`config.mk`:
```
export PLATFORM = sky130hd
export DESIGN_NAME = run_detect_sched_flat
export DESIGN_NICKNAME = d
export VERILOG_FILES = /design/src/rtl/run_detect_sched_pkg.sv /design/src/rtl/run_detect_sched_if.sv /design/src/rtl/run_detect_sched_rr_arbiter.sv /design/src/rtl/run_detect_sched.sv /design/src/flat_wrapper.sv
export SDC_FILE = /design/constraint.sdc
export NUM_CORES = 1
export LEC_CHECK = 0
export ABC_AREA = 0
export CORE_UTILIZATION = 30
export CTS_CLUSTER_DIAMETER = 40
export CTS_CLUSTER_SIZE = 10
export DETAILED_ROUTE_END_ITERATION = 10
export GPL_TIMING_DRIVEN = 0
export SLEW_MARGIN = 10
export SYNTH_ARGS = -nofsm -noshare
export SYNTH_HDL_FRONTEND = slang
export SYNTH_SLANG_ARGS = --single-unit
export TNS_END_PERCENT = 1
```
`constraint.sdc`:
```
create_clock -name clk -period 4.74 [get_ports clk]
set_input_delay 0.948 -clock clk [delete_from_list [all_inputs] [get_ports clk]]
set_output_delay 0.948 -clock clk [all_outputs]
set_load 0.005 [all_outputs]
```
`src/rtl/run_detect_sched_pkg.sv`:
```
// Shared types and constants for the run-length detection scheduler.
//   POL_ZEROS / POL_ONES : polarity encoding of det_pol
//   RUN_W                : width of the per-channel run counter
//   ctx_t                : saved per-channel detection context
package run_detect_pkg;

  localparam int unsigned RUN_W = 4;

  localparam logic POL_ZEROS = 1'b0;
  localparam logic POL_ONES  = 1'b1;

  typedef struct packed {
    logic             seen;
    logic             last;
    logic [RUN_W-1:0] run;
  } ctx_t;

endpackage

```
`src/rtl/run_detect_sched_if.sv`:
```
// Bus between the serial front-ends (master) and the scheduler (slave).
//   clr       : synchronous clear of all scheduler state
//   req       : per-channel request, bit_in[i] valid when req[i]
//   bit_in    : per-channel serial bit
//   gnt       : one-hot grant (combinational)
//   det_valid : registered detection strobe
//   det_ch    : detecting channel index
//   det_pol   : detected run polarity (1 = ones)
//   evt_cnt   : per-channel detection counts (only with DET_EVENT_CNT_EN)
interface run_detect_sched_if #(
  parameter int unsigned NCH = 4
`ifdef DET_EVENT_CNT_EN
  , parameter int unsigned CNT_W = 8
`endif
);
  localparam int unsigned CH_W = $clog2(NCH);

  logic            clr;
  logic [NCH-1:0]  req;
  logic [NCH-1:0]  bit_in;
  logic [NCH-1:0]  gnt;
  logic            det_valid;
  logic [CH_W-1:0] det_ch;
  logic            det_pol;
`ifdef DET_EVENT_CNT_EN
  logic [NCH*CNT_W-1:0] evt_cnt;

  modport master (output clr, req, bit_in,
                  input  gnt, det_valid, det_ch, det_pol, evt_cnt);
  modport slave  (input  clr, req, bit_in,
                  output gnt, det_valid, det_ch, det_pol, evt_cnt);
`else
  modport master (output clr, req, bit_in,
                  input  gnt, det_valid, det_ch, det_pol);
  modport slave  (input  clr, req, bit_in,
                  output gnt, det_valid, det_ch, det_pol);
`endif

endinterface

```
`src/rtl/run_detect_sched_rr_arbiter.sv`:
```
// Combinational round-robin arbiter: first requester at or after ptr,
// wrapping modulo N.
//   req : request vector
//   ptr : search start index
//   gnt : one-hot grant (zero when nothing requests)
//   idx : encoded index of the granted requester (0 when none)
module rr_arbiter #(
  parameter int unsigned N = 4
) (
  input  logic [N-1:0]         req,
  input  logic [$clog2(N)-1:0] ptr,
  output logic [N-1:0]         gnt,
  output logic [$clog2(N)-1:0] idx
);
  localparam int unsigned PW = $clog2(N);

  // Scan N positions starting at ptr; the first hit wins.
  always_comb begin
    logic          found;
    logic [PW-1:0] pos;
    gnt   = '0;
    idx   = '0;
    found = 1'b0;
    pos   = '0;
    for (int unsigned k = 0; k < N; k++) begin
      pos = PW'((32'(ptr) + k) % N);
      if (!found && req[pos]) begin
        found    = 1'b1;
        gnt[pos] = 1'b1;
        idx      = pos;
      end
    end
  end

endmodule

```
`src/rtl/run_detect_sched.sv`:
```
// Round-robin scheduler sharing one run-length detector among NCH serial
// channels. Each cycle one requesting channel is granted and its bit is
// folded into that channel's saved context; RUN_LEN equal bits in a row
// (ones or zeros) raise a one-cycle det_valid strobe on the next cycle.
// Optional per-channel saturating event counters: define DET_EVENT_CNT_EN.
//   clk     : clock
//   reset_n : asynchronous active-low reset
//   bus     : run_detect_sched_if slave (clr, req, bit_in, gnt, det_*, evt_cnt)
module run_detect_sched
  import run_detect_pkg::*;
#(
  parameter int unsigned NCH     = 4,
  parameter int unsigned RUN_LEN = 3
`ifdef DET_EVENT_CNT_EN
  , parameter int unsigned CNT_W = 8
`endif
) (
  input logic               clk,
  input logic               reset_n,
  run_detect_sched_if.slave bus
);
  localparam int unsigned     CH_W    = $clog2(NCH);
  localparam logic [RUN_W-1:0] RUN_MAX = RUN_W'(RUN_LEN);
  localparam logic [CH_W-1:0]  LAST_CH = CH_W'(NCH - 1);

  logic [CH_W-1:0]  ptr;
  ctx_t             ctx [NCH];
  logic [NCH-1:0]   arb_req;
  logic [NCH-1:0]   arb_gnt;
  logic [CH_W-1:0]  gidx;
  logic             granted;
  logic             bit_g;
  ctx_t             cur;
  logic [RUN_W-1:0] run_nxt;
  logic             hit;
  logic [CH_W-1:0]  ptr_nxt;
  logic             det_valid_q;
  logic [CH_W-1:0]  det_ch_q;
  logic             det_pol_q;

  // clr suppresses all grants so nothing is consumed on the clearing edge.
  assign arb_req = bus.clr ? '0 : bus.req;

  rr_arbiter #(.N(NCH)) u_arb (
    .req (arb_req),
    .ptr (ptr),
    .gnt (arb_gnt),
    .idx (gidx)
  );

  assign bus.gnt = arb_gnt;
  assign granted = |arb_gnt;
  assign bit_g   = bus.bit_in[gidx];
  assign cur     = ctx[gidx];
  assign ptr_nxt = (gidx == LAST_CH) ? '0 : gidx + CH_W'(1);

  // Run update for the granted channel; saturating keeps overlapping
  // detections firing on every further equal bit.
  always_comb begin
    run_nxt = RUN_W'(1);
    if (cur.seen && (bit_g == cur.last)) begin
      run_nxt = (cur.run >= RUN_MAX) ? RUN_MAX : cur.run + RUN_W'(1);
    end
    hit = granted && (run_nxt == RUN_MAX);
  end

  // Arbiter pointer and per-channel contexts.
  always_ff @(posedge clk or negedge reset_n) begin
    if (!reset_n) begin
      ptr <= '0;
      ctx <= '{default: '0};
    end else if (bus.clr) begin
      ptr <= '0;
      ctx <= '{default: '0};
    end else if (granted) begin
      ptr       <= ptr_nxt;
      ctx[gidx] <= '{seen: 1'b1, last: bit_g, run: run_nxt};
    end
  end

  // Detection outputs; channel and polarity hold between strobes.
  always_ff @(posedge clk or negedge reset_n) begin
    if (!reset_n) begin
      det_valid_q <= 1'b0;
      det_ch_q    <= '0;
      det_pol_q   <= POL_ZEROS;
    end else if (bus.clr) begin
      det_valid_q <= 1'b0;
    end else begin
      det_valid_q <= hit;
      if (hit) begin
        det_ch_q  <= gidx;
        det_pol_q <= bit_g ? POL_ONES : POL_ZEROS;
      end
    end
  end

  assign bus.det_valid = det_valid_q;
  assign bus.det_ch    = det_ch_q;
  assign bus.det_pol   = det_pol_q;

`ifdef DET_EVENT_CNT_EN
  logic [CNT_W-1:0] cnt [NCH];

  // Saturating per-channel detection counters.
  always_ff @(posedge clk or negedge reset_n) begin
    if (!reset_n) begin
      cnt <= '{default: '0};
    end else if (bus.clr) begin
      cnt <= '{default: '0};
    end else if (hit && (cnt[gidx] != '1)) begin
      cnt[gidx] <= cnt[gidx] + CNT_W'(1);
    end
  end

  for (genvar gi = 0; gi < NCH; gi++) begin : g_evt
    assign bus.evt_cnt[gi*CNT_W +: CNT_W] = cnt[gi];
  end
`endif

endmodule
```
`src/flat_wrapper.sv`:
```
// flat-port wrapper written by rule: the top's interface ports become plain ports
module run_detect_sched_flat import run_detect_pkg::*;
#(
  parameter int unsigned NCH     = 4,
  parameter int unsigned RUN_LEN = 3

)
  (clk, reset_n, bus_clr, bus_req, bus_bit_in, bus_gnt, bus_det_valid, bus_det_ch, bus_det_pol);
  run_detect_sched_if #(.NCH(NCH)) bus_i ();
  input logic clk;
  input logic reset_n;
  input wire logic [$bits(bus_i.clr)-1:0] bus_clr;
  input wire logic [$bits(bus_i.req)-1:0] bus_req;
  input wire logic [$bits(bus_i.bit_in)-1:0] bus_bit_in;
  output wire logic [$bits(bus_i.gnt)-1:0] bus_gnt;
  output wire logic [$bits(bus_i.det_valid)-1:0] bus_det_valid;
  output wire logic [$bits(bus_i.det_ch)-1:0] bus_det_ch;
  output wire logic [$bits(bus_i.det_pol)-1:0] bus_det_pol;
  assign bus_i.clr = bus_clr;
  assign bus_i.req = bus_req;
  assign bus_i.bit_in = bus_bit_in;
  assign bus_gnt = bus_i.gnt;
  assign bus_det_valid = bus_i.det_valid;
  assign bus_det_ch = bus_i.det_ch;
  assign bus_det_pol = bus_i.det_pol;
  run_detect_sched #(.NCH(NCH), .RUN_LEN(RUN_LEN)) u_core (.clk(clk), .reset_n(reset_n), .bus(bus_i));
endmodule
```
# Yosys cells after proc, flatten, opt, wreduce, memory -nomap -nowiden
# Cells that the tools add are included.
# W data, S select, Z words.
[totals]
reg_bits = 30
latch_bits = 0
mem_bits_rw = 0
rom_bits = 0
input_bits = 11
output_inout_bits = 8
elab_cells = 102
memories = 0
[classes]
add_sub_neg = 5
n_mul = 0
div_mod_pow = 0
n_lt_le_gt_ge = 12
eq_ne = 3
n_shift = 0
muxes = 45
bitwise_logic = 5
n_reduce_logical = 16
[op_table]
columns = ["cell", "count"]
rows = [
  ["$mux W24", 2],
  ["$mux W4", 7],
  ["$bwmux W24", 1],
  ["$mux W6", 3],
  ["$lt A2 B3 Y1 const B", 5],
  ["$mux W1", 14],
  ["$mux W2", 7],
  ["$bmux W6 S2", 1],
  ["$demux W6 S2", 1],
  ["$or A4 B4 Y4", 3],
  ["$bmux W1 S2", 5],
  ["$logic_and A1 B1 Y1", 10],
  ["$demux W1 S2", 4],
  ["$ge A2 B1 Y1 const B", 4],
  ["$add A2 B1 Y2 const B", 2],
  ["$add A2 B2 Y2 const B", 2],
  ["$add A4 B1 Y4 const B", 1],
  ["$eq A4 B2 Y1 const B", 1],
  ["$ge A4 B2 Y1 const B", 1],
  ["$reduce_or A4 Y1", 1],
  ["$ge A3 B3 Y1 const B", 1],
  ["$logic_not A1 Y1", 3],
  ["$lt A3 B1 Y1 const B", 1],
  ["$not A2 Y3", 1],
  ["other kinds (5)", 5],
]

# Longest topological paths before layout
[depth]
ltp_word = 23
mapped_depth = 17
ltp_nobuf = 15

# Cells and area by module
# A second synthesis with hierarchy kept.
[unflattened]
hier_cells = 195
hier_area_um2 = 1998.2
[modules_own_cells]
columns = ["mod", "n_inst", "cells_per_inst", "area_each_um2", "seq_area_each_um2"]
rows = [
  ["run_detect_sched", 1, 130, 1508.9, 750.7],
  ["rr_arbiter", 1, 65, 489.2, 0.0],
]

# Worst setup path after synthesis
# No wires, ideal clock.
[synth_path]
path_kind = "input to register"
start = "input port bus_clr"
end = "register u_core.det_ch_q[0] (netlist: u_core.bus.det_ch[0])"
setup_time_ns = 0.128
t_arrival_ns = 3.847
t_required_ns = 4.612
path_slack_ns = 0.766
cell_stages = 14
path_buffers = 2
path_cell_list = "clkbuf_1 -> or2_2 -> o221a_1 -> a211o_1 -> and2_1 -> buf_4 -> and3_1 -> a31oi_1 -> ha_1 -> inv_1 -> a2111oi_0 -> a31o_2 -> o311ai_4 -> mux2_1"
[synth_via]
elab_chain_len = 23
[synth_lines]
columns = ["item", "line", "text"]
rows = [
  ["start, declared", "flat_wrapper.sv:12", "input wire logic [$bits(bus_i.clr)-1:0] bus_clr;"],
  ["$mux W4 *", "run_detect_sched.sv:42", "assign arb_req = bus.clr ? '0 : bus.req;"],
  ["$bmux W1 S2", "run_detect_sched_rr_arbiter.sv:27", "if (!found && req[pos]) begin"],
  ["$mux W1 (not written as such)", "run_detect_sched_rr_arbiter.sv:27", ""],
  ["$mux W1", "run_detect_sched_rr_arbiter.sv:27", ""],
  ["$logic_not A1 Y1", "run_detect_sched_rr_arbiter.sv:27", ""],
  ["$logic_and A1 B1 Y1", "run_detect_sched_rr_arbiter.sv:27", ""],
  ["$mux W1", "run_detect_sched_rr_arbiter.sv:27", ""],
  ["$logic_not A1 Y1", "run_detect_sched_rr_arbiter.sv:27", ""],
  ["[... 5 more ...]", "n/a", ""],
  ["via u_core.gidx[0]", "run_detect_sched.sv:30", "logic [CH_W-1:0] gidx;"],
  ["[... 1 more ...]", "n/a", ""],
  ["$bmux W6 S2", "run_detect_sched.sv:54", "assign cur = ctx[gidx];"],
  ["$mux W6 (not written as such) (2 in a row)", "run_detect_sched.sv:54", ""],
  ["$add A4 B1 Y4, or another cell as far along", "run_detect_sched.sv:62", "run_nxt = (cur.run >= RUN_MAX) ? RUN_MAX : cur.run + RUN_W'(1);"],
  ["$mux W4 or $logic_and A1 B1 Y1 (tied branches)", "run_detect_sched.sv:62, run_detect_sched.sv:61", ""],
  ["$mux W4", "run_detect_sched.sv:61", "if (cur.seen && (bit_g == cur.last)) begin"],
  ["$eq A4 B2 Y1", "run_detect_sched.sv:64", "hit = granted && (run_nxt == RUN_MAX);"],
  ["$logic_and A1 B1 Y1", "run_detect_sched.sv:64", ""],
  ["$reduce_and A2 Y1 (no line)", "n/a", ""],
  ["end signal, assigned", "run_detect_sched.sv:92", "det_ch_q <= gidx;"],
  ["end, declared", "run_detect_sched.sv:38", "logic [CH_W-1:0] det_ch_q;"],
]
# The timed path passes the listed nets; every way through them passes the cells marked *. The select of a mux whose other input is x is not followed.
# A chain may end at the register's enable or synchronous reset.

# Worst setup path in the final report
[layout_path]
start = "register u_core.ptr[0]"
end = "output port bus_gnt[1]"
[layout_via]
elab_chain_len = 12
[layout_lines]
columns = ["item", "line", "text"]
rows = [
  ["start, declared", "run_detect_sched.sv:26", "logic [CH_W-1:0] ptr;"],
  ["start signal, assigned", "run_detect_sched.sv:76", "ptr <= ptr_nxt;"],
  ["branches (longest 11 deep; another with $lt A2 B3 Y1)", "n/a", ""],
  ["$mux W4 *", "run_detect_sched_rr_arbiter.sv:27", ""],
  ["end, declared", "flat_wrapper.sv:15", "output wire logic [$bits(bus_i.gnt)-1:0] bus_gnt;"],
]
# Every way passes the cells marked *. The select of a mux whose other input is x is not followed.

==> summary.txt <==
Clock network
  – Postcts setup bufs: 0
  – Clock sink count: 30
  – Clk slew on worst S/H paths: 70 ps
  – Clock insertion delay at the later pin of the skew report: 290 ps
  – TritonCTS Buffers: 5
  – CTS Root Buffer Type: clkbuf_8
  – Max clock buf depth: 2
  – Hold buffers post-CTS: 0
  – # resized after CTS: 0
  – CTS tree: built
  – H-tree depth: 2

Worst hold path
  – WHS Endpoint: u_core.bus.det_ch[0]
  – WHS Path Cells: 1
  – Hold path startpoint: u_core.bus.det_ch[0]
  – Worst Hold Class: reg2reg

Critical path
  – Worst Path Max Fanout: 10
  – Kind of critical path: reg2out
  – R2R Setup Slk: 470 ps
  – CP Buf/Inv Count: 4
  – Reg2reg start: u_core.ptr[0]
  – Top Family by Delay on Critical Path: buffers and inverters
  – FF-to-FF End: u_core.bus.det_ch[1]
  – Worst EP arrival: 3490 ps
  – Crit-path max cell delay: 550 ps
  – CP startpoint kind: flop
  – CP most frequent cell: buf_2
  – CP Capture Type: primary output
  – Crit-path cells: buf_2, inv_1, ha_1, buf_2, or3b_2, a2111oi_2, o21ai_0, o2111ai_1, clkdlybuf4s50_1
  – Slowest-stage cell, CP: clkdlybuf4s50_1
  – Reg2Reg Depth: 16
  – CP required: 3790 ps

Yosys
  – Synth top cells by count: dfrtp_1 (30), nand2_1 (30), mux2i_1 (18), inv_1 (14), o21ai_0 (12)
  – Cell taking the most area after synthesis: dfrtp_1
  – Main area contributors after synthesis: dfrtp_1 (38%), mux2i_1 (9.1%), ha_1 (6.3%)
  – Cell variety after synth: 53
  – Synth Net Count: 226
  – Post-synth top area share: 37.7%
  – Synthesized cell area: 0.00199 mm2
  – Main flop type after synthesis: dfrtp_1
  – Post-synth ARST share: 100%
  – EDFF count, synth: 0
  – Synthesized instance count: 205
  – Syn_area_per_cell: 9.71 um2
  – #FFs+latches synth: 30
  – Warnings from Yosys: 0
  – Sequential area share after synthesis: 37.7%

Layout
  – Nets: 250
  – Share of layout cells above drive strength 1: 14.8%
  – Fin cells: 307
  – Ant. Diodes: 0
  – Layout area overhead: 18.1%

Pwr
  – Leakage Power: 1.13 nW
  – P per Cell Area: 546 mW/mm2
  – Max VDD drop: 0.223 mV

Die
  – Initial core utilization: 31.2%
  – Io pins: 19
  – Placement Rows: 29
  – Die span in x: 83.5 um
  – Die Ht: 83.5 um
  – Die area: 0.00697 mm2
  – Area of the core: 0.00639 mm2

Route
  – Vias: 1576
  – Iteration-0 DRC Markers: 73
  – Drc violations: 0
  – Final wirelength: 4460 um
  – Vias per cell: 5.13
  – Detail Route Antenna Nets: 0
  – Drt first pass iters: 4
  – Avg WL per Cell: 14.5 um

Global routing
  – Vias in the first global route: 1573
  – Largest net degree at the start of global routing: 31
  – Tot GR Track Use: 14.2%
  – First-pass GRT wire length: 7850 um
  – Initial antenna violation count: 0
  – GR Overflow Total: 0

Timing
  – Final Hold Viols: 0
  – Unrepaired setup endpoints after global routing: no
  – Max Clock Freq: 225 MHz
  – Fin crit share: 93.7%
  – Slew Viols, Final: 0
  – Final min period: 4440 ps
  – Final setup viols: 0
  – Post-Route Setup TNS: 0 ps
  – Clock Skews: 13.1 ps
  – Worst slew pin tran: 772 ps
  – Slew margin rel.: 48.0%

Place
  – GPL Wtd Cong: 0.749
  – DP HPWL: 3210 um
  – IO buf count: 17
  – Cells after DPL: 299

Run status
  – Status: completed

Job
  – Max-cap violations: 0
## per-stage QoR
stage	total power, mW	instance area (um2)	hold slack (ps)	util [%]	setup WS, ps
global route	1.40	2350	531	36.8	75.7
global placement	1.06	2260	478	35.3	-17.1
finish	1.28	2350	495	36.8	301
detailed placement	1.07	2250	487	35.3	-14.0
floorplan	0.869	1990	484	-	766
CTS	1.29	2340	503	36.7	150
## area by class of cell
type                            instances  area [um2]
Clock buffer                            7        86.3
Buffer                                  9        43.8
Fill cell                             635        4040
Inverter                               16        60.1
Multi-Input combinational cell        150        1140
Tap cell                               77        96.3
Timing Repair Buffer                   17         165
Sequential cell                        30         751
Clock inverter                          1        5.00
## cell usage in the layout, fill, tap and decap left out, types with 2 or more instances in the layout
master            n
a211oi_1          3
and3_1           10
buf_2             6
clkbuf_1          4
clkbuf_8          6
clkdlybuf4s50_1  16
dfrtp_1          30
ha_1             10
inv_1            14
mux2_1            2
mux2_2            3
mux2i_1          18
nand2_1          29
nand2b_1          2
nand3_1           4
nand3b_1          4
nor2_1            6
o2111ai_1         4
o211ai_1          4
o21ai_0          12
or2_2             2
or3b_1            2
or3b_2            2
or4_1             2
xnor2_1           2
xor2_1            2
## flip-flops by register name, indices dropped and copies added (netlist names)
signal / flops
u_core.ptr: 2
u_core.bus.det_pol: 1
u_core.bus.det_valid: 1
u_core.bus.det_ch: 2
u_core.ctx: 24
## per-layer routing
metal	vias to the layer above	GRT usage, %	part of all wire, %
li1	793	-	-
met1	748	20.7	51
met2	27	20.9	44
met3	8	3.07	3.0
met4	0	4.62	1.4
met5	-	0	0
## where the power goes
part           switching (mW)  internal, mW  leakage (nW)
logic                   0.403         0.304         0.676
registers              0.0409         0.318         0.404
clock network           0.100         0.117        0.0482
total                   0.544         0.740          1.13
## cell families (layout without fill, tap and decap cells)
| kind of cell | count (synthesis) | count (layout) | share of synthesized area [%] |
|---|---|---|---|
| fa+ha+maj | 10 | 10 | 6.29 |
| flops | 30 | 30 | 37.7 |
| simple gates | 68 | 68 | 17.8 |
| xor+xnor | 4 | 4 | 1.76 |
| mux | 25 | 25 | 13.8 |
| buf+inv | 25 | 50 | 5.22 |
| compound gates | 43 | 43 | 17.5 |
## worst max-delay path by stage
stage	startpoint	to	cells after the start
global route	bus_clr	u_core.bus.det_ch[1]	15
global placement	bus_req[0]	u_core.bus.det_ch[0]	15
finish	u_core.ptr[0]	bus_gnt[1]	9
floorplan	bus_clr	u_core.bus.det_ch[0]	14
CTS	u_core.ptr[0]	bus_gnt[1]	9
detailed placement	bus_req[0]	u_core.bus.det_ch[1]	15
## worst register-to-register path, stage by stage (launching register included)
cell       delay [ps]
dfrtp_1           420
buf_2             250
inv_1             130
ha_1              340
mux4_2            500
o221a_1           180
a211o_1           380
and2_1            180
buf_4             160
and3_1            140
a31oi_1           160
ha_1              280
inv_1              60
a2111oi_0          50
a31o_2            250
o311ai_4          310
mux2_1            360
No activity file was read; power rests on OpenSTA's default activity.
